File: src/rtl/queue_consumer_pkg.sv
// Shared constants, FSM state encoding and the request record for the
// TX queue consumer.
package queue_consumer_pkg;

   localparam int NB_QUEUES        = 4;
   localparam int QUEUE_ADDR_WIDTH = $clog2(NB_QUEUES);
   localparam int MAX_BURST        = 8;
   localparam int SIZE_WIDTH       = $clog2(MAX_BURST) + 1;
   localparam int FLIT_BYTES       = 64;
   // Ring offsets are RB_AWIDTH bits; rb_size itself needs one extra bit.
   localparam int RB_AWIDTH        = 8;

   typedef enum logic [1:0] {
      ST_IDLE = 2'd0,
      ST_CALC = 2'd1,
      ST_EMIT = 2'd2
   } state_t;

   typedef struct packed {
      logic [QUEUE_ADDR_WIDTH-1:0] queue_id;
      logic [63:0]                 addr;
      logic [SIZE_WIDTH-1:0]       size;
   } tx_req_t;

endpackage

File: src/rtl/queue_consumer_if.sv
// Configuration, doorbell, DMA request and head write-back signals.
// Handshakes: a transfer happens on a rising clk edge where valid && ready;
// the producer holds its payload stable while valid && !ready and never
// withdraws valid before the transfer.
interface queue_consumer_if;
   import queue_consumer_pkg::*;

   logic [RB_AWIDTH:0]            rb_size;
   logic [QUEUE_ADDR_WIDTH-1:0]   cfg_queue_id;
   logic [63:0]                   cfg_kmem_addr;
   logic                          cfg_wr_en;
   logic [QUEUE_ADDR_WIDTH-1:0]   in_queue_id;
   logic [RB_AWIDTH-1:0]          in_tail;
   logic                          in_valid;
   logic                          in_ready;
   logic [QUEUE_ADDR_WIDTH-1:0]   out_queue_id;
   logic [63:0]                   out_addr;
   logic [SIZE_WIDTH-1:0]         out_size;
   logic                          out_valid;
   logic                          out_ready;
   logic [QUEUE_ADDR_WIDTH-1:0]   head_wr_queue;
   logic [RB_AWIDTH-1:0]          head_wr_data;
   logic                          head_wr_en;
   logic [31:0]                   bad_doorbell_cnt;

   modport master (
      output rb_size, cfg_queue_id, cfg_kmem_addr, cfg_wr_en,
      output in_queue_id, in_tail, in_valid, out_ready,
      input  in_ready, out_queue_id, out_addr, out_size, out_valid,
      input  head_wr_queue, head_wr_data, head_wr_en, bad_doorbell_cnt
   );

   modport slave (
      input  rb_size, cfg_queue_id, cfg_kmem_addr, cfg_wr_en,
      input  in_queue_id, in_tail, in_valid, out_ready,
      output in_ready, out_queue_id, out_addr, out_size, out_valid,
      output head_wr_queue, head_wr_data, head_wr_en, bad_doorbell_cnt
   );

endinterface

File: src/rtl/queue_consumer_rr_arbiter.sv
// Combinational round-robin pick: first set bit of pending at or after
// start, wrapping around. grant is one-hot, valid says anything was set.
module rr_arbiter #(
   parameter int N = 4
) (
   input  logic [N-1:0]         pending,
   input  logic [$clog2(N)-1:0] start,
   output logic [N-1:0]         grant,
   output logic                 valid
);
   localparam int PW = $clog2(N);

   logic [PW-1:0] idx;

   // Rotate the search origin to start and take the first pending queue.
   always_comb begin
      grant = '0;
      valid = 1'b0;
      idx   = '0;
      for (int i = 0; i < N; i++) begin
         idx = PW'((int'(start) + i) % N);
         if (!valid && pending[idx]) begin
            grant[idx] = 1'b1;
            valid      = 1'b1;
         end
      end
   end

endmodule

File: src/rtl/queue_consumer.sv
// TX queue consumer: drains per-queue rings by round-robin, emitting
// non-wrapping DMA read requests of at most MAX_BURST flits and writing
// back the advanced head after each accepted request.
module queue_consumer
   import queue_consumer_pkg::*;
(
   input  logic            clk,
   input  logic            rst,
   queue_consumer_if.slave bus,
   output state_t          dbg_state
);
   localparam int QW = QUEUE_ADDR_WIDTH;

   logic [RB_AWIDTH-1:0] head_q [NB_QUEUES];
   logic [RB_AWIDTH-1:0] tail_q [NB_QUEUES];
   logic [RB_AWIDTH-1:0] head_n [NB_QUEUES];
   logic [RB_AWIDTH-1:0] tail_n [NB_QUEUES];
   logic [63:0]          kmem_q [NB_QUEUES];
   logic [NB_QUEUES-1:0] pending_q;

   state_t               state_q;
   logic [QW-1:0]        rr_ptr_q;
   logic [QW-1:0]        sel_q;
   tx_req_t              req_q;
   logic                 out_valid_q;
   logic                 head_wr_en_q;
   logic [QW-1:0]        head_wr_queue_q;
   logic [RB_AWIDTH-1:0] head_wr_data_q;
   logic [31:0]          bad_cnt_q;

   logic [NB_QUEUES-1:0] grant;
   logic                 arb_valid;
   logic [QW-1:0]        grant_idx;
   logic [QW-1:0]        rr_next;
   logic [RB_AWIDTH-1:0] rb_mask;
   logic                 db_fire;
   logic                 db_good;
   logic                 handshake;
   logic [RB_AWIDTH-1:0] new_head;
   logic [RB_AWIDTH-1:0] occ;
   logic [RB_AWIDTH:0]   to_end;
   logic [RB_AWIDTH:0]   burst_len;

   rr_arbiter #(.N(NB_QUEUES)) u_arb (
      .pending (pending_q),
      .start   (rr_ptr_q),
      .grant   (grant),
      .valid   (arb_valid)
   );

   assign rb_mask   = RB_AWIDTH'(bus.rb_size - 1'b1);
   assign db_fire   = bus.in_valid && bus.in_ready;
   assign db_good   = db_fire && ({1'b0, bus.in_tail} < bus.rb_size);
   assign handshake = (state_q == ST_EMIT) && bus.out_ready;
   assign new_head  = (head_q[sel_q] + RB_AWIDTH'(req_q.size)) & rb_mask;
   assign occ       = (tail_q[sel_q] - head_q[sel_q]) & rb_mask;
   assign to_end    = bus.rb_size - {1'b0, head_q[sel_q]};
   assign rr_next   = (sel_q == QW'(NB_QUEUES - 1)) ? '0 : sel_q + 1'b1;

   // One-hot grant to queue index.
   always_comb begin
      grant_idx = '0;
      for (int i = 0; i < NB_QUEUES; i++) begin
         if (grant[i]) grant_idx = QW'(i);
      end
   end

   // Burst size: occupancy, clipped at the ring end and at MAX_BURST.
   always_comb begin
      burst_len = {1'b0, occ};
      if (to_end < burst_len) burst_len = to_end;
      if ((RB_AWIDTH+1)'(MAX_BURST) < burst_len) burst_len = (RB_AWIDTH+1)'(MAX_BURST);
   end

   // Next head/tail per queue; configuration overrides doorbell and drain.
   always_comb begin
      for (int i = 0; i < NB_QUEUES; i++) begin
         head_n[i] = head_q[i];
         tail_n[i] = tail_q[i];
         if (handshake && sel_q == QW'(i)) head_n[i] = new_head;
         if (db_good && bus.in_queue_id == QW'(i)) tail_n[i] = bus.in_tail;
         if (bus.cfg_wr_en && bus.cfg_queue_id == QW'(i)) begin
            head_n[i] = '0;
            tail_n[i] = '0;
         end
      end
   end

   // Ring base addresses are plain storage written by configuration.
   always_ff @(posedge clk) begin
      for (int i = 0; i < NB_QUEUES; i++) begin
         if (bus.cfg_wr_en && bus.cfg_queue_id == QW'(i)) kmem_q[i] <= bus.cfg_kmem_addr;
      end
   end

   // Queue state, bad-doorbell counter and the IDLE/CALC/EMIT request FSM.
   always_ff @(posedge clk) begin
      if (rst) begin
         for (int i = 0; i < NB_QUEUES; i++) begin
            head_q[i] <= '0;
            tail_q[i] <= '0;
         end
         pending_q       <= '0;
         state_q         <= ST_IDLE;
         rr_ptr_q        <= '0;
         sel_q           <= '0;
         req_q           <= '0;
         out_valid_q     <= 1'b0;
         head_wr_en_q    <= 1'b0;
         head_wr_queue_q <= '0;
         head_wr_data_q  <= '0;
         bad_cnt_q       <= '0;
      end else begin
         for (int i = 0; i < NB_QUEUES; i++) begin
            head_q[i]    <= head_n[i];
            tail_q[i]    <= tail_n[i];
            pending_q[i] <= (head_n[i] != tail_n[i]);
         end
         if (db_fire && !db_good && bad_cnt_q != '1) bad_cnt_q <= bad_cnt_q + 1'b1;
         head_wr_en_q <= 1'b0;
         case (state_q)
            ST_IDLE: begin
               if (arb_valid) begin
                  sel_q   <= grant_idx;
                  state_q <= ST_CALC;
               end
            end
            ST_CALC: begin
               // A doorbell may have emptied the queue since selection.
               if (occ != '0) begin
                  req_q.queue_id <= sel_q;
                  req_q.addr     <= kmem_q[sel_q] + (64'(head_q[sel_q]) * 64'(FLIT_BYTES));
                  req_q.size     <= SIZE_WIDTH'(burst_len);
                  out_valid_q    <= 1'b1;
                  state_q        <= ST_EMIT;
               end else begin
                  state_q <= ST_IDLE;
               end
            end
            ST_EMIT: begin
               if (bus.out_ready) begin
                  out_valid_q     <= 1'b0;
                  head_wr_en_q    <= 1'b1;
                  head_wr_queue_q <= sel_q;
                  head_wr_data_q  <= new_head;
                  rr_ptr_q        <= rr_next;
                  state_q         <= ST_IDLE;
               end
            end
            default: state_q <= ST_IDLE;
         endcase
      end
   end

   assign bus.in_ready         = !rst;
   assign bus.out_queue_id     = req_q.queue_id;
   assign bus.out_addr         = req_q.addr;
   assign bus.out_size         = req_q.size;
   assign bus.out_valid        = out_valid_q;
   assign bus.head_wr_queue    = head_wr_queue_q;
   assign bus.head_wr_data     = head_wr_data_q;
   assign bus.head_wr_en       = head_wr_en_q;
   assign bus.bad_doorbell_cnt = bad_cnt_q;
   assign dbg_state            = state_q;

endmodule

File: src/flat_wrapper.sv
// flat-port wrapper written by rule: the top's interface ports become plain ports
module queue_consumer_flat import queue_consumer_pkg::*;
  (clk, rst, dbg_state, bus_rb_size, bus_cfg_queue_id, bus_cfg_kmem_addr, bus_cfg_wr_en, bus_in_queue_id, bus_in_tail, bus_in_valid, bus_out_ready, bus_in_ready, bus_out_queue_id, bus_out_addr, bus_out_size, bus_out_valid, bus_head_wr_queue, bus_head_wr_data, bus_head_wr_en, bus_bad_doorbell_cnt);
  queue_consumer_if bus_i ();
  input  logic clk;
  input  logic rst;
  output state_t dbg_state;
  input wire logic [$bits(bus_i.rb_size)-1:0] bus_rb_size;
  input wire logic [$bits(bus_i.cfg_queue_id)-1:0] bus_cfg_queue_id;
  input wire logic [$bits(bus_i.cfg_kmem_addr)-1:0] bus_cfg_kmem_addr;
  input wire logic [$bits(bus_i.cfg_wr_en)-1:0] bus_cfg_wr_en;
  input wire logic [$bits(bus_i.in_queue_id)-1:0] bus_in_queue_id;
  input wire logic [$bits(bus_i.in_tail)-1:0] bus_in_tail;
  input wire logic [$bits(bus_i.in_valid)-1:0] bus_in_valid;
  input wire logic [$bits(bus_i.out_ready)-1:0] bus_out_ready;
  output wire logic [$bits(bus_i.in_ready)-1:0] bus_in_ready;
  output wire logic [$bits(bus_i.out_queue_id)-1:0] bus_out_queue_id;
  output wire logic [$bits(bus_i.out_addr)-1:0] bus_out_addr;
  output wire logic [$bits(bus_i.out_size)-1:0] bus_out_size;
  output wire logic [$bits(bus_i.out_valid)-1:0] bus_out_valid;
  output wire logic [$bits(bus_i.head_wr_queue)-1:0] bus_head_wr_queue;
  output wire logic [$bits(bus_i.head_wr_data)-1:0] bus_head_wr_data;
  output wire logic [$bits(bus_i.head_wr_en)-1:0] bus_head_wr_en;
  output wire logic [$bits(bus_i.bad_doorbell_cnt)-1:0] bus_bad_doorbell_cnt;
  assign bus_i.rb_size = bus_rb_size;
  assign bus_i.cfg_queue_id = bus_cfg_queue_id;
  assign bus_i.cfg_kmem_addr = bus_cfg_kmem_addr;
  assign bus_i.cfg_wr_en = bus_cfg_wr_en;
  assign bus_i.in_queue_id = bus_in_queue_id;
  assign bus_i.in_tail = bus_in_tail;
  assign bus_i.in_valid = bus_in_valid;
  assign bus_i.out_ready = bus_out_ready;
  assign bus_in_ready = bus_i.in_ready;
  assign bus_out_queue_id = bus_i.out_queue_id;
  assign bus_out_addr = bus_i.out_addr;
  assign bus_out_size = bus_i.out_size;
  assign bus_out_valid = bus_i.out_valid;
  assign bus_head_wr_queue = bus_i.head_wr_queue;
  assign bus_head_wr_data = bus_i.head_wr_data;
  assign bus_head_wr_en = bus_i.head_wr_en;
  assign bus_bad_doorbell_cnt = bus_i.bad_doorbell_cnt;
  queue_consumer u_core (.clk(clk), .rst(rst), .bus(bus_i), .dbg_state(dbg_state));
endmodule
File: config.mk
export PLATFORM = sky130hd
export DESIGN_NAME = queue_consumer_flat
export DESIGN_NICKNAME = d
export VERILOG_FILES = /design/src/rtl/queue_consumer_pkg.sv /design/src/rtl/queue_consumer_if.sv /design/src/rtl/queue_consumer_rr_arbiter.sv /design/src/rtl/queue_consumer.sv /design/src/flat_wrapper.sv
export SDC_FILE = /design/constraint.sdc
export NUM_CORES = 1
export LEC_CHECK = 0
export CORE_MARGIN = 3
export CORE_UTILIZATION = 30
export CTS_CLUSTER_SIZE = 25
export DETAILED_ROUTE_END_ITERATION = 6
export DONT_BUFFER_PORTS = 1
export PLACE_DENSITY = 0.47
export SETUP_SLACK_MARGIN = 0.02
export SLEW_MARGIN = 20
export SYNTH_ARGS = -nofsm -noshare
export SYNTH_HDL_FRONTEND = slang
export SYNTH_HIERARCHICAL = 1
export SYNTH_SLANG_ARGS = --single-unit
File: constraint.sdc
create_clock -name clk -period 5.3 [get_ports clk]
set_input_delay 1.06 -clock clk [delete_from_list [all_inputs] [get_ports clk]]
set_output_delay 1.06 -clock clk [all_outputs]
set_load 0.02 [all_outputs]
==> run_results.csv, run 1 <==
group,metric,value,unit
run_status,outcome,"finished with violations",
run_status,violations,"design-rule violations",
timing,finalSetupViolCount,0,
cells_and_area,final_area,23200,sq um
pwr,vdd_drop_max,0.267,mV
cells_and_area,fin_cells,2573,
global_route,grt_usage,16.4,%
global_route,antenna_found_initial,2,
placed_design,place_hpwl,41900,um
cells_and_area,final_util,34.4,%
global_route,grt_max_degree,104,
placed_design,io_buffers,0,
placed_design,dpl_cell_area,21400,sq um
floorplan,rows,95,
pwr,power,8.83,mW
global_route,top_usage_layer,"met2",
hold_path,min_path_type,"reg -> reg",
timing,max_freq,0.221,GHz
global_route,grt_pass1_wl,87400,um
timing,maxSlewHeadroom,36.5,%
timing,finalMaxSlewViolations,0,
cts,cts_setup_buffers,0,
cts,cts_buffers,53,
setup_path,criticalPathCategory,"reg -> reg",
routing,first_pass_iters,7,
flow_run,maxCapViolations,0,
routing,num_vias,13200,
cells_and_area,diodes,0,
global_route,met1_usage,19.7,%
routing,drtAntennaViolNets,0,
setup_path,required,5.80,ns
cts,root_buffer,"clkbuf_16",
cells_and_area,multi_input_area,8510,sq um
floorplan,die_x,268,um
cts,ctsHoldBuffers,0,
timing,finalHoldViolations,0,
logic_synthesis,syn_inst,1658,
cells_and_area,syn_to_final_growth,12.9,%
logic_synthesis,syn_avg_cell_area,12.4,sq um
pwr,leakage,7.69,nW
floorplan,coreArea,67500,sq um
logic_synthesis,yosys_warnings,6,
routing,wl,59600,um
logic_synthesis,syn_nets,1805,
cts,tritoncts,"yes",
setup_path,worstPathArrival,5.03,ns
floorplan,die-area,71700,sq um
global_route,met2_usage,27.8,%
setup_path,setup.worst_path.start_class,"flip-flop",
pwr,p_per_area,380,nW/um^2
cells_and_area,register_area,11500,sq um
cts,cts_resized,0,
placed_design,gp_congestion,0.852,
setup_path,endpoint_kind,"flip-flop",
floorplan,ioPinCount,207,
timing,finalCriticalPeriod,4.53,ns
logic_synthesis,synth_area,20600,sq um
global_route,grt_use_met3,5.67,%
routing,wl_per_cell,23.2,um
routing,drtIter0Drc,789,
floorplan,fp.dieH,268,um
routing,vias_per_cell,5.13,
cells_and_area,n_fill_cell,6653,
timing,min_period_over_period,85.5,%
floorplan,initial_core_util,30.5,%
global_route,overflow,0,
cts,cts.htree.levels,2,
routing,drc,1,
cts,clock_latency,0.61,ns
setup_path,crit_fanout,18,
placed_design,dp_cells,2476,
cells_and_area,drive_above_1_share,12.5,%
cts,clkSinkCount,446,
timing,finalSetupTns,0,ns
cts,path_clk_slew,0.06,ns
cts,clk_path_buf_depth,3,
cells_and_area,fin_nets,1805,
timing,tightest_slew,0.953,ns
global_route,grt_pass1_vias,13400,
timing,rsz0062_at_grt,"no",
timing,finClkSkew,0.0238,ns
-- critical path, cell delays in order, from the launching register on --
cell and delay (ns):
dfxtp_4 0.61, mux4_2 0.64, inv_1 0.29, ha_1 0.28, nor2b_1 0.14, o2111ai_1 0.29
a21oi_1 0.15, o21a_1 0.20, or3_4 0.40, ha_1 0.28, o21ai_0 0.09, a21oi_1 0.08
o31ai_1 0.49, o22ai_1 0.18, a32o_1 0.27
-- metal layers --
metal | up-vias | part of all wire, %
li1 | 6192 | -
met1 | 6527 | 41
met2 | 395 | 48
met3 | 90 | 8.7
met4 | 4 | 2.5
met5 | - | 0.044
-- power breakdown --
group	switching [mW]	leakage [nW]	internal (mW)
combinational	0.623	2.94	0.494
clock	1.49	0.859	2.19
sequential	0.200	3.89	3.83
-- worst paths after layout --
check	startpoint	to	slack, ns	cells past startpoint
min	u_core/tail_q[2][5]	u_core/tail_q[2][5]	0.50	2
max	flip-flop	u_core/bus.out_size[2]	0.77	14
min reg2reg	u_core/tail_q[2][5]	u_core/tail_q[2][5]	0.50	2
max reg2reg	flip-flop	u_core/bus.out_size[2]	0.77	14
-- placed cells by master (no fill, tap or decap), types with 12 or more instances in the layout --
| cell type | n |
|---|---|
| a211oi_1 | 41 |
| nand2b_1 | 15 |
| xor2_1 | 50 |
| a21oi_1 | 71 |
| nand4_1 | 23 |
| ha_1 | 53 |
| mux2i_1 | 58 |
| edfxtp_1 | 256 |
| nor3_1 | 37 |
| nor2b_1 | 22 |
| clkbuf_16 | 53 |
| xnor2_1 | 76 |
| o21ai_0 | 62 |
| nor2_1 | 188 |
| and2_1 | 16 |
| and3_1 | 12 |
| dfxtp_1 | 188 |
| clkinv_2 | 12 |
| buf_4 | 21 |
| inv_1 | 43 |
| nand3_1 | 29 |
| mux4_2 | 75 |
| nand2_1 | 87 |
-- area by class of cell --
cell class	count	area share [%]
Sequential cell	446	49.5
Timing Repair Buffer	22	0.765
Clock buffer	64	6.06
Multi-Input combinational cell	1090	36.6
Clock inverter	33	1.62
Inverter	45	0.738
Tap cell	873	4.70
-- sequential cells by signal, summed over array words and instances (netlist names), 4 cells and up, named ones only --
signal and count:
u_core/bus.bad_doorbell_cnt 32, u_core/bus.head_wr_data 8, u_core/bus.out_addr 64, u_core/bus.out_size 4
u_core/head_q 32, u_core/kmem_q 256, u_core/pending_q 4, u_core/tail_q 32
-- stage by stage --
stage | hold WS (ns) | setup slack (ns)
finish | 0.503 | 0.767
global route | 0.505 | 0.380
global placement | 0.487 | 0.860
floorplan | 0.459 | 0.0351
detailed placement | 0.483 | 0.802
CTS | 0.497 | 0.776
Power figures use the tool's default switching activity.
==> inputs of run 2 (changes only) <==
Settings changed: CAP_MARGIN set to 0, CELL_PAD_IN_SITES_DETAIL_PLACEMENT set to 2, CELL_PAD_IN_SITES_GLOBAL_PLACEMENT set to 2, PLACE_DENSITY 0.47 to 0.62.
==> run 2 against run 1 <==
The run now ends clean. Clock power is 4% lower. Power is 1.3% lower. Combinational power up 4%. Sequential power hardly changed. Clock skew rose by 0.0059 ns. Final cell count is 0.16% higher. Hold slack gained 0.032 ns. Register-to-register slack lost 0.14 ns. Global-route usage rose by 1.8 points. Non-clock buffer count is 1 higher. Sequential cell count did not move. Critical path type unchanged. Highest routed layer is now met4.
==> run_results.csv, run 2 (same netlist as run 1, synthesis figures left out) <==
group,metric,value,unit
placed_design,place_hpwl,46300,um
placed_design,dpl_cell_area,21500,sq um
cells_and_area,drive_above_1_share,12.3,%
cells_and_area,largest_reg_flops,256,
setup_path,rr_endpoint,"u_core/bus.out_size[2]",
cells_and_area,layout_commonest_cell,"edfxtp_1",
timing,finalCriticalPeriod,4.67,ns
cts,cts_setup_buffers,0,
cts,ctsHoldBuffers,0,
floorplan,fp.dieH,268,um
cts,path_clk_slew,0.06,ns
cts,cts.htree.levels,2,
placed_design,dp_cells,2476,
setup_path,criticalPathCategory,"reg -> reg",
routing,vias_per_cell,5.23,
cells_and_area,fin_cells,2577,
flow_run,maxCapViolations,0,
timing,finalSetupTns,0,ns
cells_and_area,fin_nets,1806,
cts,clk_path_buf_depth,3,
pwr,pwr-share-comb,13.3,%
pwr,switchingPower,2.35,mW
run_status,outcome,"finished, final reports clean",
routing,wl_per_cell,25.4,um
cts,root_buffer,"clkbuf_16",
pwr,leakage,7.66,nW
routing,drc,0,
cells_and_area,largest_register,"u_core/kmem_q",
setup_path,endpoint_kind,"flip-flop",
global_route,grt_max_degree,104,
setup_path,r2r_slack,0.63,ns
cts,cts_resized,0,
setup_path,required,5.80,ns
placed_design,gp_congestion,0.837,
timing,maxSlewHeadroom,20.6,%
pwr,pwr-share-clk,40.6,%
timing,tightest_slew,1.18,ns
global_route,grt_pass1_vias,15000,
global_route,antenna_found_initial,0,
timing,finalSetupViolCount,0,
pwr,power_frac_seq,46.1,%
cts,cts_buffers,53,
global_route,grt_pass1_wl,97900,um
floorplan,ioPinCount,207,
cts,clkSinkCount,446,
timing,rsz0062_at_grt,"no",
cells_and_area,n_fill_cell,6989,
pwr,switching_share,26.9,%
routing,num_vias,13500,
routing,drtIter0Drc,638,
pwr,intPower,6.37,mW
cells_and_area,final_area,23200,sq um
routing,drtAntennaViolNets,0,
cells_and_area,mostFrequentLayoutCells,"edfxtp_1, nor2_1, dfxtp_1",
global_route,overflow,0,
hold_path,min_path_type,"reg -> reg",
timing,timing.final.ws_setup,0.629,ns
global_route,grt_usage,18.1,%
floorplan,die_x,268,um
pwr,vdd_drop_max,0.256,mV
hold_path,min_from,"u_core/tail_q[2][5]",
timing,finClkSkew,0.0297,ns
timing,finalMaxSlewViolations,0,
cts,clock_latency,0.61,ns
hold_path,hold_depth,2,
cts,tritoncts,"yes",
floorplan,coreArea,67500,sq um
placed_design,pre_cts_ws,0.678,ns
pwr,p_per_area,376,nW/um^2
setup_path,worstPathArrival,5.17,ns
cells_and_area,syn_to_final_growth,12.7,%
floorplan,rows,95,
floorplan,die-area,71700,sq um
hold_path,hold_end,"u_core/tail_q[2][5]",
timing,finalHoldViolations,0,
placed_design,io_buffers,0,
routing,first_pass_iters,4,
setup_path,setup.worst_path.start_class,"flip-flop",
setup_path,r2r_cells,15,
timing,max_freq,0.214,GHz
timing,min_period_over_period,88.1,%
floorplan,initial_core_util,30.5,%
setup_path,crit_fanout,41,
routing,wl,65300,um
pwr,power,8.72,mW
[run 2: power groups by stage]
stage          Sequential, mW  Clock (mW)  Combinational [mW]
6_report                 4.02        3.54                1.16
5_1_grt                  4.04        3.81                1.28
3_3_place_gp             4.08           0                1.17
2_1_floorplan            4.01           0               0.944
4_1_cts                  4.02        3.66                1.20
3_5_place_dp             4.09           0                1.19
[run 2: how the worst max path moves through the flow]
stage | cells past startpoint | from | endpoint | slack [ns]
floorplan | 21 | flip-flop | u_core/bus.out_size[1] | 0.04
global placement | 15 | flip-flop | u_core/bus.out_size[1] | 0.85
detailed placement | 16 | flip-flop | u_core/bus.out_size[2] | 0.68
CTS | 15 | flip-flop | u_core/bus.out_size[2] | 0.64
global route | 15 | flip-flop | u_core/bus.out_size[1] | 0.36
finish | 15 | flip-flop | u_core/bus.out_size[2] | 0.63
[run 2: cell type report]
type | instances | area (sq um) | share of cell area, %
clock buffers | 75 | 1510 | 6.52
inverters | 45 | 171 | 0.739
well taps | 873 | 1090 | 4.71
diodes | 1 | 2.50 | 0.0108
clock inverters | 24 | 183 | 0.788
repair buffers | 23 | 214 | 0.923
flip-flops and latches | 446 | 11500 | 49.6
multi-input cells | 1090 | 8510 | 36.7
[run 2: critical path, cell delays in order (launching register included)]
cell     delay (ns)
dfxtp_4        0.45
buf_12         0.34
mux4_2         0.61
inv_1          0.13
ha_1           0.31
a21o_1         0.19
a21oi_1        0.26
a21oi_1        0.15
o21a_1         0.21
or3_4          0.40
ha_1           0.28
o21ai_0        0.07
a21oi_1        0.08
o31ai_1        0.56
o22ai_1        0.20
a32o_1         0.29
[run 2: routing by layer]
metal	track usage [%]	vias up	wire, um	share of wire (%)
met5	0	-	0	0
met4	5.38	0	1770	2.7
met3	5.63	88	4590	7.0
met2	31.4	252	32100	49
met1	21.7	6954	26900	41
li1	-	6179	-	-
[run 2: per-stage QoR]
step,hold slack [ns],utilization (%)
after floorplan,0.459,-
after global placement,0.505,31.8
after detailed placement,0.518,31.8
after CTS,0.490,34.3
after global routing,0.498,34.3
final,0.535,34.3
==> inputs of run 3 (changes only) <==
Settings changed: SYNTH_HIERARCHICAL 1 to not set.
==> run 3 against run 2 <==
Wire length down 3.5%. Critical endpoint is now u_core.bus.out_size[1]. Utilization increased by 0.19 points. Register-to-register slack worse by 0.25 ns. Setup slack lost 0.25 ns.
==> run_results.csv, run 3 <==
group,metric,value,unit
global_route,antenna_found_initial,1,
floorplan,rows,94,
setup_path,worstPathArrival,5.42,ns
timing,tightest_slew,1.01,ns
routing,drtAntennaViolNets,0,
placed_design,place_hpwl,44300,um
logic_synthesis,synth_most_common_cell,"edfxtp_1",
floorplan,fp.dieH,266,um
pwr,p_per_area,367,nW/um^2
timing,max_freq,0.203,GHz
logic_synthesis,synth_enable_flop_cells,256,
setup_path,required,5.80,ns
cts,path_clk_slew,0.06,ns
cts,cts.htree.levels,2,
cells_and_area,diodes,0,
setup_path,setup.worst_path.start_class,"flip-flop",
floorplan,die_x,266,um
cts,cts_setup_buffers,0,
routing,vias_per_cell,5.16,
timing,finalSetupViolCount,0,
cells_and_area,final_area,22900,sq um
flow_run,maxCapViolations,0,
pwr,power,8.41,mW
logic_synthesis,synth_area_leaders,"edfxtp_1, dfxtp_1, mux4_2",
logic_synthesis,syn_nets,1750,
setup_path,crit_slowest_cell,"mux4_2",
run_status,outcome,"finished, final reports clean",
timing,rsz0062_at_grt,"no",
setup_path,crit_fanout,8,
placed_design,gp_congestion,0.853,
logic_synthesis,yosys_warnings,0,
logic_synthesis,ys.flop_type,"edfxtp_1",
setup_path,criticalPathCategory,"reg -> reg",
logic_synthesis,yosys_register_bits,446,
cells_and_area,multi_input_area,8200,sq um
routing,first_pass_iters,4,
cells_and_area,register_area,11500,sq um
global_route,grt_pass1_wl,95000,um
setup_path,cp_cell_sequence,"mux4_2 -> inv_1 -> ha_1 -> nor2b_1 -> o21ai_0 -> a21boi_0 -> nor3_1 -> inv_1 -> ha_1 -> a21o_1 -> a211o_1 -> o221a_2 -> or3_1 -> mux2i_1 -> or3_1 -> o31ai_1",
timing,finalSetupTns,0,ns
timing,maxSlewHeadroom,32.5,%
setup_path,rr_endpoint,"u_core.bus.out_size[1]",
global_route,grt_max_degree,122,
logic_synthesis,synth_async_sr_flop_share,0,%
setup_path,endpoint_kind,"flip-flop",
logic_synthesis,synthTopCellsByCount,"edfxtp_1, dfxtp_1, nor2_1",
cts,cts_resized,0,
global_route,met2_usage,31.0,%
setup_path,crit_buf_inv,2,
logic_synthesis,syn_inst,1604,
logic_synthesis,synth_area,20200,sq um
cts,root_buffer,"clkbuf_16",
logic_synthesis,synth_top_area_share,38.0,%
cts,tritoncts,"yes",
logic_synthesis,seq_area_frac_synth,56.8,%
floorplan,ioPinCount,207,
cts,clock_latency,0.63,ns
setup_path,crit_family,"simple AND/OR/NAND/NOR gates",
floorplan,initial_core_util,30.5,%
global_route,grt_pass1_vias,14500,
cells_and_area,largest_register,"u_core.kmem_q",
placed_design,io_buffers,0,
cells_and_area,syn_to_final_growth,13.2,%
pwr,leakage,7.70,nW
cells_and_area,fin_nets,1768,
cells_and_area,n_fill_cell,6880,
timing,finClkSkew,0.0477,ns
placed_design,dpl_cell_area,21200,sq um
routing,wl,63000,um
setup_path,r2r_cells,16,
cts,clkSinkCount,446,
logic_synthesis,syn_avg_cell_area,12.6,sq um
routing,drc,0,
floorplan,die-area,70600,sq um
global_route,grt_usage,17.8,%
cells_and_area,largest_reg_flops,256,
routing,drtIter0Drc,523,
floorplan,coreArea,66300,sq um
global_route,met1_usage,21.2,%
hold_path,min_path_type,"reg -> reg",
cts,cts_buffers,50,
global_route,top_usage_layer,"met2",
timing,finalCriticalPeriod,4.92,ns
setup_path,critPathMaxStageDelay,0.63,ns
setup_path,r2r_slack,0.38,ns
cts,ctsHoldBuffers,0,
routing,wl_per_cell,25.0,um
cells_and_area,drive_above_1_share,12.8,%
logic_synthesis,netlist.top_cell.by_area,"edfxtp_1",
pwr,vdd_drop_max,0.269,mV
timing,finalMaxSlewViolations,0,
cts,clk_path_buf_depth,3,
cells_and_area,mostFrequentLayoutCells,"edfxtp_1, dfxtp_1, nor2_1",
timing,min_period_over_period,92.9,%
global_route,grt_use_met3,5.58,%
setup_path,critPathCapture,"u_core.bus.out_size[1]",
cells_and_area,layout_commonest_cell,"edfxtp_1",
routing,num_vias,13000,
logic_synthesis,synth_cell_type_count,78,
global_route,overflow,0,
timing,finalHoldViolations,0,
setup_path,crit_cells,16,
cells_and_area,final_util,34.5,%
## run 3: layout make-up
| class | count | share of cell area (%) |
|---|---|---|
| Inverter | 57 | 0.934 |
| Clock buffer | 60 | 5.80 |
| Sequential cell | 446 | 50.2 |
| Clock inverter | 32 | 1.41 |
| Timing Repair Buffer | 32 | 1.14 |
| Multi-Input combinational cell | 1035 | 35.8 |
| Tap cell | 864 | 4.72 |
## run 3: where the power goes
group	internal, mW	total, mW	switching [mW]
clock	2.00	3.50	1.50
sequential	3.83	3.99	0.160
combinational	0.379	0.924	0.546
total	6.20	8.41	2.21
## run 3: kinds of logic after synthesis
logic type | Yosys count | synth area share (%)
AOI/OAI and AO/OA | 217 | 7.15
xor gates and xnor gates | 130 | 5.63
adders and majority gates | 56 | 3.61
buffers and inverters | 123 | 2.85
DFF | 446 | 56.8
muxes | 126 | 11.6
and+or+nand+nor | 506 | 12.3
## run 3: worst min-delay path by stage
stage	start	endpoint	slack, ns	cells past startpoint
floorplan	u_core.head_q[1][6]	u_core.head_q[1][6]	0.46	2
global placement	u_core.head_q[1][6]	u_core.head_q[1][6]	0.48	2
detailed placement	u_core.head_q[1][6]	u_core.head_q[1][6]	0.49	2
CTS	bus_cfg_kmem_addr[37]	u_core.kmem_q[0][37]	0.48	0
global route	bus_cfg_kmem_addr[40]	u_core.kmem_q[1][40]	0.48	0
finish	u_core.head_q[1][6]	u_core.head_q[1][6]	0.50	2
## run 3: tightest hold or removal path, stage by stage (launching register included)
cell     delay (ns)
dfxtp_1        0.31
nand2_1        0.08
a21oi_1        0.07
## run 3: through the flow
stage,setup slack [ns],std cells,hold WS (ns)
global placement,0.602,2433,0.479
floorplan,0.0201,1604,0.456
CTS,0.434,2525,0.475
detailed placement,0.487,2433,0.491
finish,0.379,2526,0.505
global route,0.110,2526,0.483
## run 3: per-layer routing
metal / vias up / part of all wire, %
li1: 5988 / -
met1: 6697 / 41
met2: 263 / 49
met3: 84 / 7.1
met4: 0 / 2.5
met5: - / 0
